`src/rtl/ram_pkg.sv`:
```
// Shared types and helpers for the byte-strobed data RAM.
// Holds the state encoding, the byte width and the per-lane merge used by write and bypass.
package ram_pkg;

  typedef enum logic {
    INIT = 1'b0,
    RUN  = 1'b1
  } ram_state_t;

  localparam int BYTE_W = 8;

  function automatic logic [BYTE_W-1:0] merge_bytes(
    input logic [BYTE_W-1:0] old_byte,
    input logic [BYTE_W-1:0] new_byte,
    input logic              strb
  );
    return strb ? new_byte : old_byte;
  endfunction

endpackage

```
`src/rtl/strobe_sync_ram.sv`:
```
// Synchronous byte-strobed data RAM with valid/ready read and write ports.
// Clears itself after reset and reports misaligned or out-of-range accesses.
module strobe_sync_ram
  import ram_pkg::*;
#(
  parameter int DATA_W = 32,
  parameter int DEPTH  = 64,
  parameter int ADDR_W = 32
) (
  input  logic                     clk,
  input  logic                     rst,
  output logic                     init_done,
  input  logic                     rd_req_valid,
  output logic                     rd_req_ready,
  input  logic [ADDR_W-1:0]        rd_addr,
  input  logic [DATA_W/BYTE_W-1:0] rd_strb,
  output logic                     rd_resp_valid,
  input  logic                     rd_resp_ready,
  output logic [DATA_W-1:0]        rd_data,
  output logic                     rd_err,
  input  logic                     wr_valid,
  output logic                     wr_ready,
  input  logic [ADDR_W-1:0]        wr_addr,
  input  logic [DATA_W-1:0]        wr_data,
  input  logic [DATA_W/BYTE_W-1:0] wr_strb,
  output logic                     wr_err
);

  localparam int NB     = DATA_W / BYTE_W;
  localparam int LSB_SH = $clog2(NB);
  localparam int IDX_W  = $clog2(DEPTH);
  localparam logic [ADDR_W-1:0] ALIGN_MASK = ADDR_W'(NB - 1);
  localparam logic [ADDR_W-1:0] DEPTH_A    = ADDR_W'(DEPTH);

  logic [DATA_W-1:0] mem [DEPTH];

  ram_state_t        state_r;
  ram_state_t        state_next_s;
  logic [IDX_W-1:0]  init_cnt_r;
  logic              run_s;

  logic              rd_resp_valid_r;
  logic              rd_err_r;
  logic [DATA_W-1:0] rd_data_r;
  logic              wr_err_r;

  logic [ADDR_W-1:0] wr_word_s;
  logic              wr_ok_s;
  logic [IDX_W-1:0]  wr_idx_s;
  logic              wr_fire_s;
  logic              wr_commit_s;
  logic [DATA_W-1:0] wr_old_s;
  logic [DATA_W-1:0] wr_merge_s;

  logic [ADDR_W-1:0] rd_word_s;
  logic              rd_ok_s;
  logic [IDX_W-1:0]  rd_idx_s;
  logic              rd_fire_s;
  logic              rd_bypass_s;
  logic [DATA_W-1:0] rd_old_s;
  logic [DATA_W-1:0] rd_next_s;

  assign run_s         = (state_r == RUN);
  assign init_done     = run_s;
  assign wr_ready      = run_s;
  assign rd_req_ready  = run_s && (!rd_resp_valid_r || rd_resp_ready);
  assign rd_resp_valid = rd_resp_valid_r;
  assign rd_err        = rd_err_r;
  assign rd_data       = rd_data_r;
  assign wr_err        = wr_err_r;

  // Word index is kept at full address width so high bits fail the range check.
  assign wr_word_s   = wr_addr >> LSB_SH;
  assign wr_ok_s     = ((wr_addr & ALIGN_MASK) == {ADDR_W{1'b0}}) && (wr_word_s < DEPTH_A);
  assign wr_idx_s    = wr_word_s[IDX_W-1:0];
  assign wr_fire_s   = wr_valid && run_s;
  assign wr_commit_s = wr_fire_s && wr_ok_s && !rst;
  assign wr_old_s    = mem[wr_idx_s];

  assign rd_word_s   = rd_addr >> LSB_SH;
  assign rd_ok_s     = ((rd_addr & ALIGN_MASK) == {ADDR_W{1'b0}}) && (rd_word_s < DEPTH_A);
  assign rd_idx_s    = rd_word_s[IDX_W-1:0];
  assign rd_fire_s   = rd_req_valid && rd_req_ready;
  assign rd_bypass_s = wr_commit_s && (wr_idx_s == rd_idx_s);
  assign rd_old_s    = mem[rd_idx_s];

  // Next-state logic: sweep every word once, then serve traffic.
  always_comb begin
    state_next_s = state_r;
    case (state_r)
      INIT: begin
        if (init_cnt_r == IDX_W'(DEPTH - 1)) begin
          state_next_s = RUN;
        end else begin
          state_next_s = INIT;
        end
      end
      RUN:     state_next_s = RUN;
      default: state_next_s = INIT;
    endcase
  end

  // State register and clear-sweep counter.
  always_ff @(posedge clk) begin
    if (rst) begin
      state_r    <= INIT;
      init_cnt_r <= {IDX_W{1'b0}};
    end else begin
      state_r <= state_next_s;
      if (state_r == INIT) begin
        init_cnt_r <= init_cnt_r + IDX_W'(1);
      end else begin
        init_cnt_r <= init_cnt_r;
      end
    end
  end

  // Byte-lane merge of the incoming write into the addressed word.
  always_comb begin
    wr_merge_s = wr_old_s;
    for (int i = 0; i < NB; i++) begin
      wr_merge_s[i*BYTE_W +: BYTE_W] = merge_bytes(wr_old_s[i*BYTE_W +: BYTE_W],
                                                   wr_data[i*BYTE_W +: BYTE_W], wr_strb[i]);
    end
  end

  // Read data: write-first forwarding per lane, then zero the unrequested lanes.
  always_comb begin
    logic [BYTE_W-1:0] fwd_b;
    fwd_b     = {BYTE_W{1'b0}};
    rd_next_s = {DATA_W{1'b0}};
    if (rd_ok_s) begin
      for (int i = 0; i < NB; i++) begin
        fwd_b = merge_bytes(rd_old_s[i*BYTE_W +: BYTE_W], wr_data[i*BYTE_W +: BYTE_W],
                            rd_bypass_s && wr_strb[i]);
        rd_next_s[i*BYTE_W +: BYTE_W] = merge_bytes({BYTE_W{1'b0}}, fwd_b, rd_strb[i]);
      end
    end else begin
      rd_next_s = {DATA_W{1'b0}};
    end
  end

  // Storage: cleared by the sweep, otherwise written by legal accepted writes.
  always_ff @(posedge clk) begin
    if (!rst && (state_r == INIT)) begin
      mem[init_cnt_r] <= {DATA_W{1'b0}};
    end else if (wr_commit_s) begin
      mem[wr_idx_s] <= wr_merge_s;
    end
  end

  // Read response register; holds while the consumer stalls.
  always_ff @(posedge clk) begin
    if (rst) begin
      rd_resp_valid_r <= 1'b0;
      rd_err_r        <= 1'b0;
      rd_data_r       <= {DATA_W{1'b0}};
    end else if (rd_fire_s) begin
      rd_resp_valid_r <= 1'b1;
      rd_err_r        <= !rd_ok_s;
      rd_data_r       <= rd_next_s;
    end else if (rd_resp_ready) begin
      rd_resp_valid_r <= 1'b0;
      rd_err_r        <= 1'b0;
      rd_data_r       <= {DATA_W{1'b0}};
    end else begin
      rd_resp_valid_r <= rd_resp_valid_r;
      rd_err_r        <= rd_err_r;
      rd_data_r       <= rd_data_r;
    end
  end

  // Write error pulse for an accepted but illegal write.
  always_ff @(posedge clk) begin
    if (rst) begin
      wr_err_r <= 1'b0;
    end else begin
      wr_err_r <= wr_fire_s && !wr_ok_s;
    end
  end

endmodule

```
`config.mk`:
```
export PLATFORM = sky130hd
export DESIGN_NAME = strobe_sync_ram
export DESIGN_NICKNAME = d
export VERILOG_FILES = /design/src/rtl/ram_pkg.sv /design/src/rtl/strobe_sync_ram.sv
export SDC_FILE = /design/constraint.sdc
export NUM_CORES = 2
export LEC_CHECK = 0
export BUFFER_PORTS_ARGS = -buffer_cell sky130_fd_sc_hd__buf_4
export CORE_ASPECT_RATIO = 0.7
export CORE_UTILIZATION = 30
export CTS_BUF_LIST = sky130_fd_sc_hd__clkbuf_16
export DETAILED_ROUTE_END_ITERATION = 8
export SLEW_MARGIN = 10
export SYNTH_ARGS = -nofsm -noshare
export SYNTH_HDL_FRONTEND = slang
export SYNTH_SLANG_ARGS = --single-unit
```
`constraint.sdc`:
```
create_clock -name clk -period 3.28 [get_ports clk]
set_input_delay 0.328 -clock clk [delete_from_list [all_inputs] [get_ports clk]]
set_output_delay 0.328 -clock clk [all_outputs]
set_load 0.01 [all_outputs]
```
Word-level counts from Yosys, hierarchy flattened
Memory sizes are Yosys's and may differ from the RTL's.
Cells that the tools add are included.
{ "op_classes": {"addsub": 1, "n_lt_le_gt_ge": 2, "eq_ne": 6, "n_mux": 28, "bitwise": 1, "n_reduce_logical": 27} }
{ "op_table": {"columns": ["cell", "count"], "rows": [
  ["$mux W32", 4],
  ["$mux W8", 12],
  ["$logic_not A32 Y1", 2],
  ["$lt A30 B7 Y1 const B", 2],
  ["$reduce_or A32 Y1", 1],
  ["$logic_and A1 B1 Y1", 14],
  ["$mux W1", 9],
  ["$reduce_and A2 Y1", 4],
  ["$add A6 B1 Y6 const B", 1],
  ["$eq A6 B6 Y1", 1],
  ["$eq A6 B6 Y1 const B", 1],
  ["$mux W6", 1],
  ["$logic_not A1 Y1", 4],
  ["$mux W4", 1],
  ["$ne A1 B1 Y1 const B", 4],
  ["$pmux W1 S2", 1],
  ["$reduce_bool A2 Y1", 1],
  ["$logic_or A1 B1 Y1", 1],
  ["$not A1 Y1", 1]
]} }
{ "word_totals": {"ff_bits": 42, "ramBits": 2048, "in_bits": 109, "memories": 1} }
{ "mem_list": {"columns": ["name", "words", "word_bits", "read_ports", "rd_ports_with_merged_regs", "wr", "line_no", "rtl"], "rows": [
  ["mem", 64, 32, 1, 0, 1, "strobe_sync_ram.sv:35", "logic [DATA_W-1:0] mem [DEPTH];"]
]} }

Depth between registers and ports, before layout
{ "logic_depth": {"ltp_word": 10, "ltp_mapped": 13, "ltp_nobuf": 6} }

Least setup slack after synthesis
OpenSTA, ideal clock, no wires.
{ "synth_path": {"path_kind": "in2reg", "from": "input wr_addr[20]", "to": "memory mem[0][10], data pin", "setup_ps": 367, "t_arrival_ps": 2732, "t_required_ps": 2913, "slack_ps": 181, "cell_stages": 6, "cell_sequence": "nor4_1 > nand3_1 > nor4_4 > buf_2 > clkbuf_1 > and2_1"} }
{ "synth_via": {"elab_chain_cells": 10, "elab_cells_between_ends": 13} }
{ "synth_lines": {"columns": ["element", "line_no", "rtl"], "rows": [
  ["from (decl)", "strobe_sync_ram.sv:23", "input logic [ADDR_W-1:0] wr_addr,"],
  ["$lt A30 B7 Y1 (*)", "strobe_sync_ram.sv:74", "assign wr_ok_s = ((wr_addr & ALIGN_MASK) == {ADDR_W{1'b0}}) && (wr_word_s < DEPTH_A);"],
  ["$logic_and A1 B1 Y1 (*)", "strobe_sync_ram.sv:74", null],
  ["$logic_and A1 B1 Y1 (*) (2 in series)", "strobe_sync_ram.sv:77", "assign wr_commit_s = wr_fire_s && wr_ok_s && !rst;"],
  ["$mux W1 (*)", "strobe_sync_ram.sv:147", "end else if (wr_commit_s) begin"],
  ["$mux W1 (*)", "strobe_sync_ram.sv:145", "if (!rst && (state_r == INIT)) begin"],
  ["$mux W1 (not written as such) (*)", "strobe_sync_ram.sv:148", "mem[wr_idx_s] <= wr_merge_s;"],
  ["$reduce_and A2 Y1 (no line)", null, null],
  ["$reduce_or A32 Y1 (no line) (*)", null, null],
  ["$mux W32 (no line) (*)", null, null],
  ["to (decl)", "strobe_sync_ram.sv:35", null]
]} }
Mark *: on every way between the ends. The rest lies on a longest branch, timed or not.

Worst setup path in the final report
{ "layout_path": {"from": "register state_r, in the netlist init_done", "to": "memory mem[39][5], enable pin"} }
{ "layout_via": {"elab_chain_cells": 9, "elab_cells_between_ends": 17} }
{ "layout_lines": {"columns": ["element", "line_no", "rtl"], "rows": [
  ["from (decl)", "strobe_sync_ram.sv:37", "ram_state_t state_r;"],
  ["from (signal assigned)", "strobe_sync_ram.sv:109", "state_r <= state_next_s;"],
  ["$logic_and A1 B1 Y1", "strobe_sync_ram.sv:76", "assign wr_fire_s = wr_valid && run_s;"],
  ["$logic_and A1 B1 Y1 (2 in series)", "strobe_sync_ram.sv:77", null],
  ["$mux W1", "strobe_sync_ram.sv:147", null],
  ["$mux W1", "strobe_sync_ram.sv:145", null],
  ["$mux W1 (not written as such)", "strobe_sync_ram.sv:148", null],
  ["$reduce_and A2 Y1 (no line)", null, null],
  ["$reduce_or A32 Y1 (no line)", null, null],
  ["$mux W6 (no line) / $mux W4 (equally long branches)", null, null]
]} }
Several ways; a longest one is shown, not always the timed one.

==> flow_summary.html <==
<table>
<tr><th>Metric</th><th>Value</th></tr>
<tr><th colspan="2">Placement</th></tr>
<tr><td>Dpl hpwl</td><td>162 mm</td></tr>
<tr><td>Weighted congestion reported at the end of routability-driven placement</td><td>0.869</td></tr>
<tr><td>Port Buffers</td><td>146</td></tr>
<tr><td>Setup WS pre-CTS</td><td>-400 ps</td></tr>
<tr><th colspan="2">Pwr</th></tr>
<tr><td>Maximum vdd drop</td><td>394 uV</td></tr>
<tr><td>Pwr per Cell Area</td><td>544 mW/mm^2</td></tr>
<tr><td>Standby leakage power</td><td>31.1 nW</td></tr>
<tr><th colspan="2">Timing</th></tr>
<tr><td>Hold Violations, Final</td><td>0</td></tr>
<tr><td>Crit share post-route</td><td>0.980</td></tr>
<tr><td>Final Skew</td><td>78.1 ps</td></tr>
<tr><td>Minimum clock period</td><td>3220 ps</td></tr>
<tr><td>RSZ-0062 raised after global routing</td><td>false</td></tr>
<tr><td>Slew at the pin closest to its max-slew limit</td><td>911 ps</td></tr>
<tr><td>Setup violations, final</td><td>0</td></tr>
<tr><td>Worst-case setup margin in the final layout</td><td>64.7 ps</td></tr>
<tr><td>Final number of max-transition violations</td><td>0</td></tr>
<tr><td>Upper clock frequency limit</td><td>311 MHz</td></tr>
<tr><td>Slew margin rel.</td><td>0.393</td></tr>
<tr><td>Final total negative setup slack</td><td>0 ps</td></tr>
<tr><th colspan="2">Critical path</th></tr>
<tr><td>Worst setup SP type</td><td>flip-flop</td></tr>
<tr><td>Type of the worst setup path</td><td>flip-flop to flip-flop</td></tr>
<tr><td>CP endpoint kind</td><td>flip-flop</td></tr>
<tr><td>Arrival time of data at the critical path endpoint</td><td>3680 ps</td></tr>
<tr><td>Critical Path Fanout Max</td><td>9</td></tr>
<tr><td>Req. time, crit path</td><td>3750 ps</td></tr>
<tr><th colspan="2">Drt</th></tr>
<tr><td>Initial DRT Pass Iterations</td><td>8</td></tr>
<tr><td>Number of DRC markers after the initial detailed-route iteration</td><td>6,051</td></tr>
<tr><td>Avg Vias per Cell</td><td>5.24</td></tr>
<tr><td>Vias post-DR</td><td>45.7k</td></tr>
<tr><td>Total wire length</td><td>244 mm</td></tr>
<tr><td>Remaining routing DRC violations</td><td>0</td></tr>
<tr><td>Mean routed wirelength per cell</td><td>28.0 um</td></tr>
<tr><td>Antenna-violating nets left</td><td>0</td></tr>
<tr><th colspan="2">Global routing</th></tr>
<tr><td>Largest net degree at the start of global routing</td><td>65</td></tr>
<tr><td>Number of global-route vias before repair</td><td>44.6k</td></tr>
<tr><td>Wire length of the first global-routing pass</td><td>345 mm</td></tr>
<tr><td>GR Util All Layers</td><td>0.172</td></tr>
<tr><td>Overall overflow remaining after global route</td><td>0</td></tr>
<tr><td>Initial antenna violation count</td><td>7</td></tr>
<tr><th colspan="2">Logic synthesis</th></tr>
<tr><td>Share of synthesized area occupied by flip-flops and latches</td><td>0.753</td></tr>
<tr><td>Mean instance size in the synthesized netlist</td><td>19.3 um^2</td></tr>
<tr><td>Fraction of registers with async set/reset</td><td>0</td></tr>
<tr><td>Ys flop type</td><td>edfxtp_1</td></tr>
<tr><td>Number of instances in the synthesized netlist</td><td>4,293</td></tr>
<tr><td>Mapped Area</td><td>0.0827 mm^2</td></tr>
<tr><td>Number of distinct standard cells referenced by the synthesized netlist</td><td>78</td></tr>
<tr><td>Synth Register Bits</td><td>2,090</td></tr>
<tr><td>Synthesized Nets</td><td>4,403</td></tr>
<tr><td>Count of flip-flops with a built-in enable after synthesis</td><td>2,048</td></tr>
<tr><td>Yosys synthesis warning count</td><td>0</td></tr>
<tr><th colspan="2">Die</th></tr>
<tr><td>Standard-cell rows</td><td>160</td></tr>
<tr><td>I/O pin count</td><td>147</td></tr>
<tr><td>Core area</td><td>0.273 mm^2</td></tr>
<tr><td>Die width</td><td>630 um</td></tr>
<tr><td>Die Outline Area</td><td>0.278 mm^2</td></tr>
<tr><td>Initial cell density of the core</td><td>0.303</td></tr>
<tr><td>Overall die height</td><td>441 um</td></tr>
<tr><th colspan="2">Clocking</th></tr>
<tr><td>Number of clock sinks</td><td>2,090</td></tr>
<tr><td>Clock input transition at the sequential cells of the worst setup and hold paths</td><td>60 ps</td></tr>
<tr><td>TritonCTS buffer count</td><td>193</td></tr>
<tr><td>Depth of the CTS H-tree</td><td>4</td></tr>
<tr><td>Number of buffers on the longest clock path</td><td>4</td></tr>
<tr><td>TritonCTS clock tree</td><td>done</td></tr>
<tr><td>CTS root buffer</td><td>clkbuf_16</td></tr>
<tr><td>Postcts setup bufs</td><td>0</td></tr>
<tr><td>Latest clock arrival within the worst-skew pair</td><td>860 ps</td></tr>
<tr><th colspan="2">Layout</th></tr>
<tr><td>Most common library cell in the layout ignoring fill and taps</td><td>edfxtp_1</td></tr>
<tr><td>Layout overhead on the synthesized area</td><td>18.8%</td></tr>
<tr><td>Share of layout cells above drive strength 1</td><td>0.266</td></tr>
<tr><td>Highest-count cells in the layout ignoring fill and taps</td><td>edfxtp_1, buf_4, mux2i_1</td></tr>
<tr><td>Antenna diode count</td><td>0</td></tr>
<tr><td>Fill cell instance count of the final layout</td><td>25.0k</td></tr>
<tr><td>Count of nets after finishing</td><td>5,041</td></tr>
<tr><th colspan="2">Status</th></tr>
<tr><td>Result of the run</td><td>finished clean</td></tr>
<tr><th colspan="2">Run</th></tr>
<tr><td>Maximum Capacitance Violations</td><td>0</td></tr>
<tr><th colspan="2">Hold path</th></tr>
<tr><td>Class of the tightest hold or removal check</td><td>primary input to flip-flop</td></tr>
</table>
[logic make-up (layout without fill, tap and decap cells)]
family,after synthesis,after routing,synth area share
muxes,751,751,0.143
xor gates and xnor gates,11,11,0.00116
DFF,2090,2090,0.753
adders and majority gates,1,1,0.000151
buffers and inverters,263,1051,0.0212
and+or+nand+nor,642,642,0.0352
AOI/OAI and AO/OA,535,535,0.0460
[timing repair]
action / 4_1_cts / 5_1_grt
setup endpoints to repair: 0 / 35
resized for setup: 0 / 5
endpoints found under the hold margin: 46 / 0
hold buffers: 41 / 0
[worst paths after layout]
kind | startpoint | end | slack [ps] | depth (start not counted)
worst max-delay path | init_done | mem[39][5] | 60 | 8
worst min-delay path | wr_addr[9] | wr_err | 80 | 6
worst max register to register | init_done | mem[39][5] | 60 | 8
worst min register to register | rd_data[13] | rd_data[13] | 490 | 2
[flip-flops by register name, indices dropped and copies added, names as in the netlist]
register / flops
init_cnt_r: 6
init_done: 1
mem: 2048
rd_data: 32
rd_err: 1
rd_resp_valid: 1
wr_err: 1
[cells in the mapped netlist, types with 15 or more instances]
library cell,count,area share
buf_6,54,0.0073
buf_8,15,0.0027
nand2_1,101,0.0046
nor2b_1,20,0.0015
a21oi_1,64,0.0039
a22oi_1,56,0.0051
a221oi_1,135,0.014
and2_1,37,0.0028
buf_2,41,0.0025
nor3_1,56,0.0034
mux2_2,29,0.0039
nand3_1,27,0.0016
buf_4,20,0.0018
dfxtp_1,42,0.010
edfxtp_1,2048,0.74
nand2b_1,16,0.0012
nor2_1,332,0.015
nor4_1,19,0.0014
a221o_1,37,0.0045
o21ai_0,143,0.0087
mux2i_1,384,0.046
mux4_2,328,0.089
buf_1,16,0.00073
clkbuf_1,102,0.0046
[per-layer routing]
layer  vias to the layer above  global-route usage  wire, um
li1                      18900                   -         -
met1                     24100               0.253    105000
met5                         -                   0        13
met3                       283              0.0458     26900
met4                         2              0.0397      5690
met2                      2405               0.254    106000
[area by class of cell]
cell class / instances / area, um^2 / area share
multi-input combinational: 1940 / 18800 / 0.191
tap: 3645 / 4560 / 0.0464
sequential: 2090 / 62300 / 0.634
clock buffer: 196 / 4900 / 0.0499
clock inverter: 149 / 1120 / 0.0114
inverter: 6 / 30.0 / 0.000305
timing repair buffer: 700 / 6600 / 0.0672
[power by group]
part           leakage, nW  total [W]  internal [W]  switching, W
Combinational         10.0    0.00247      0.000950       0.00152
Sequential            18.0     0.0290        0.0289     0.0000256
Clock                 3.11     0.0220        0.0122       0.00986
Total                 31.1     0.0534        0.0420        0.0114
[critical path, stage by stage (launching register included)]
cell,delay (ps)
dfxtp_1,510
nand3b_1,200
nor4_4,300
buf_12,190
buf_4,180
mux2_2,200
nand2_1,360
buf_12,300
nor2_1,600
[through the flow]
| step | power [W] | cell area [um^2] | instances | hold slack [ps] | utilization |
|---|---|---|---|---|---|
| floorplan | 0.0308 | 82700 | 4293 | 450 | - |
| global placement | 0.0320 | 91900 | 8340 | 472 | 0.337 |
| detailed placement | 0.0320 | 91900 | 8340 | 480 | 0.337 |
| CTS | 0.0537 | 98300 | 8726 | 34.9 | 0.360 |
| global route | 0.0548 | 98300 | 8726 | 99.8 | 0.360 |
| finish | 0.0534 | 98300 | 8726 | 81.8 | 0.360 |
No activity file was read; power rests on OpenSTA's default activity.
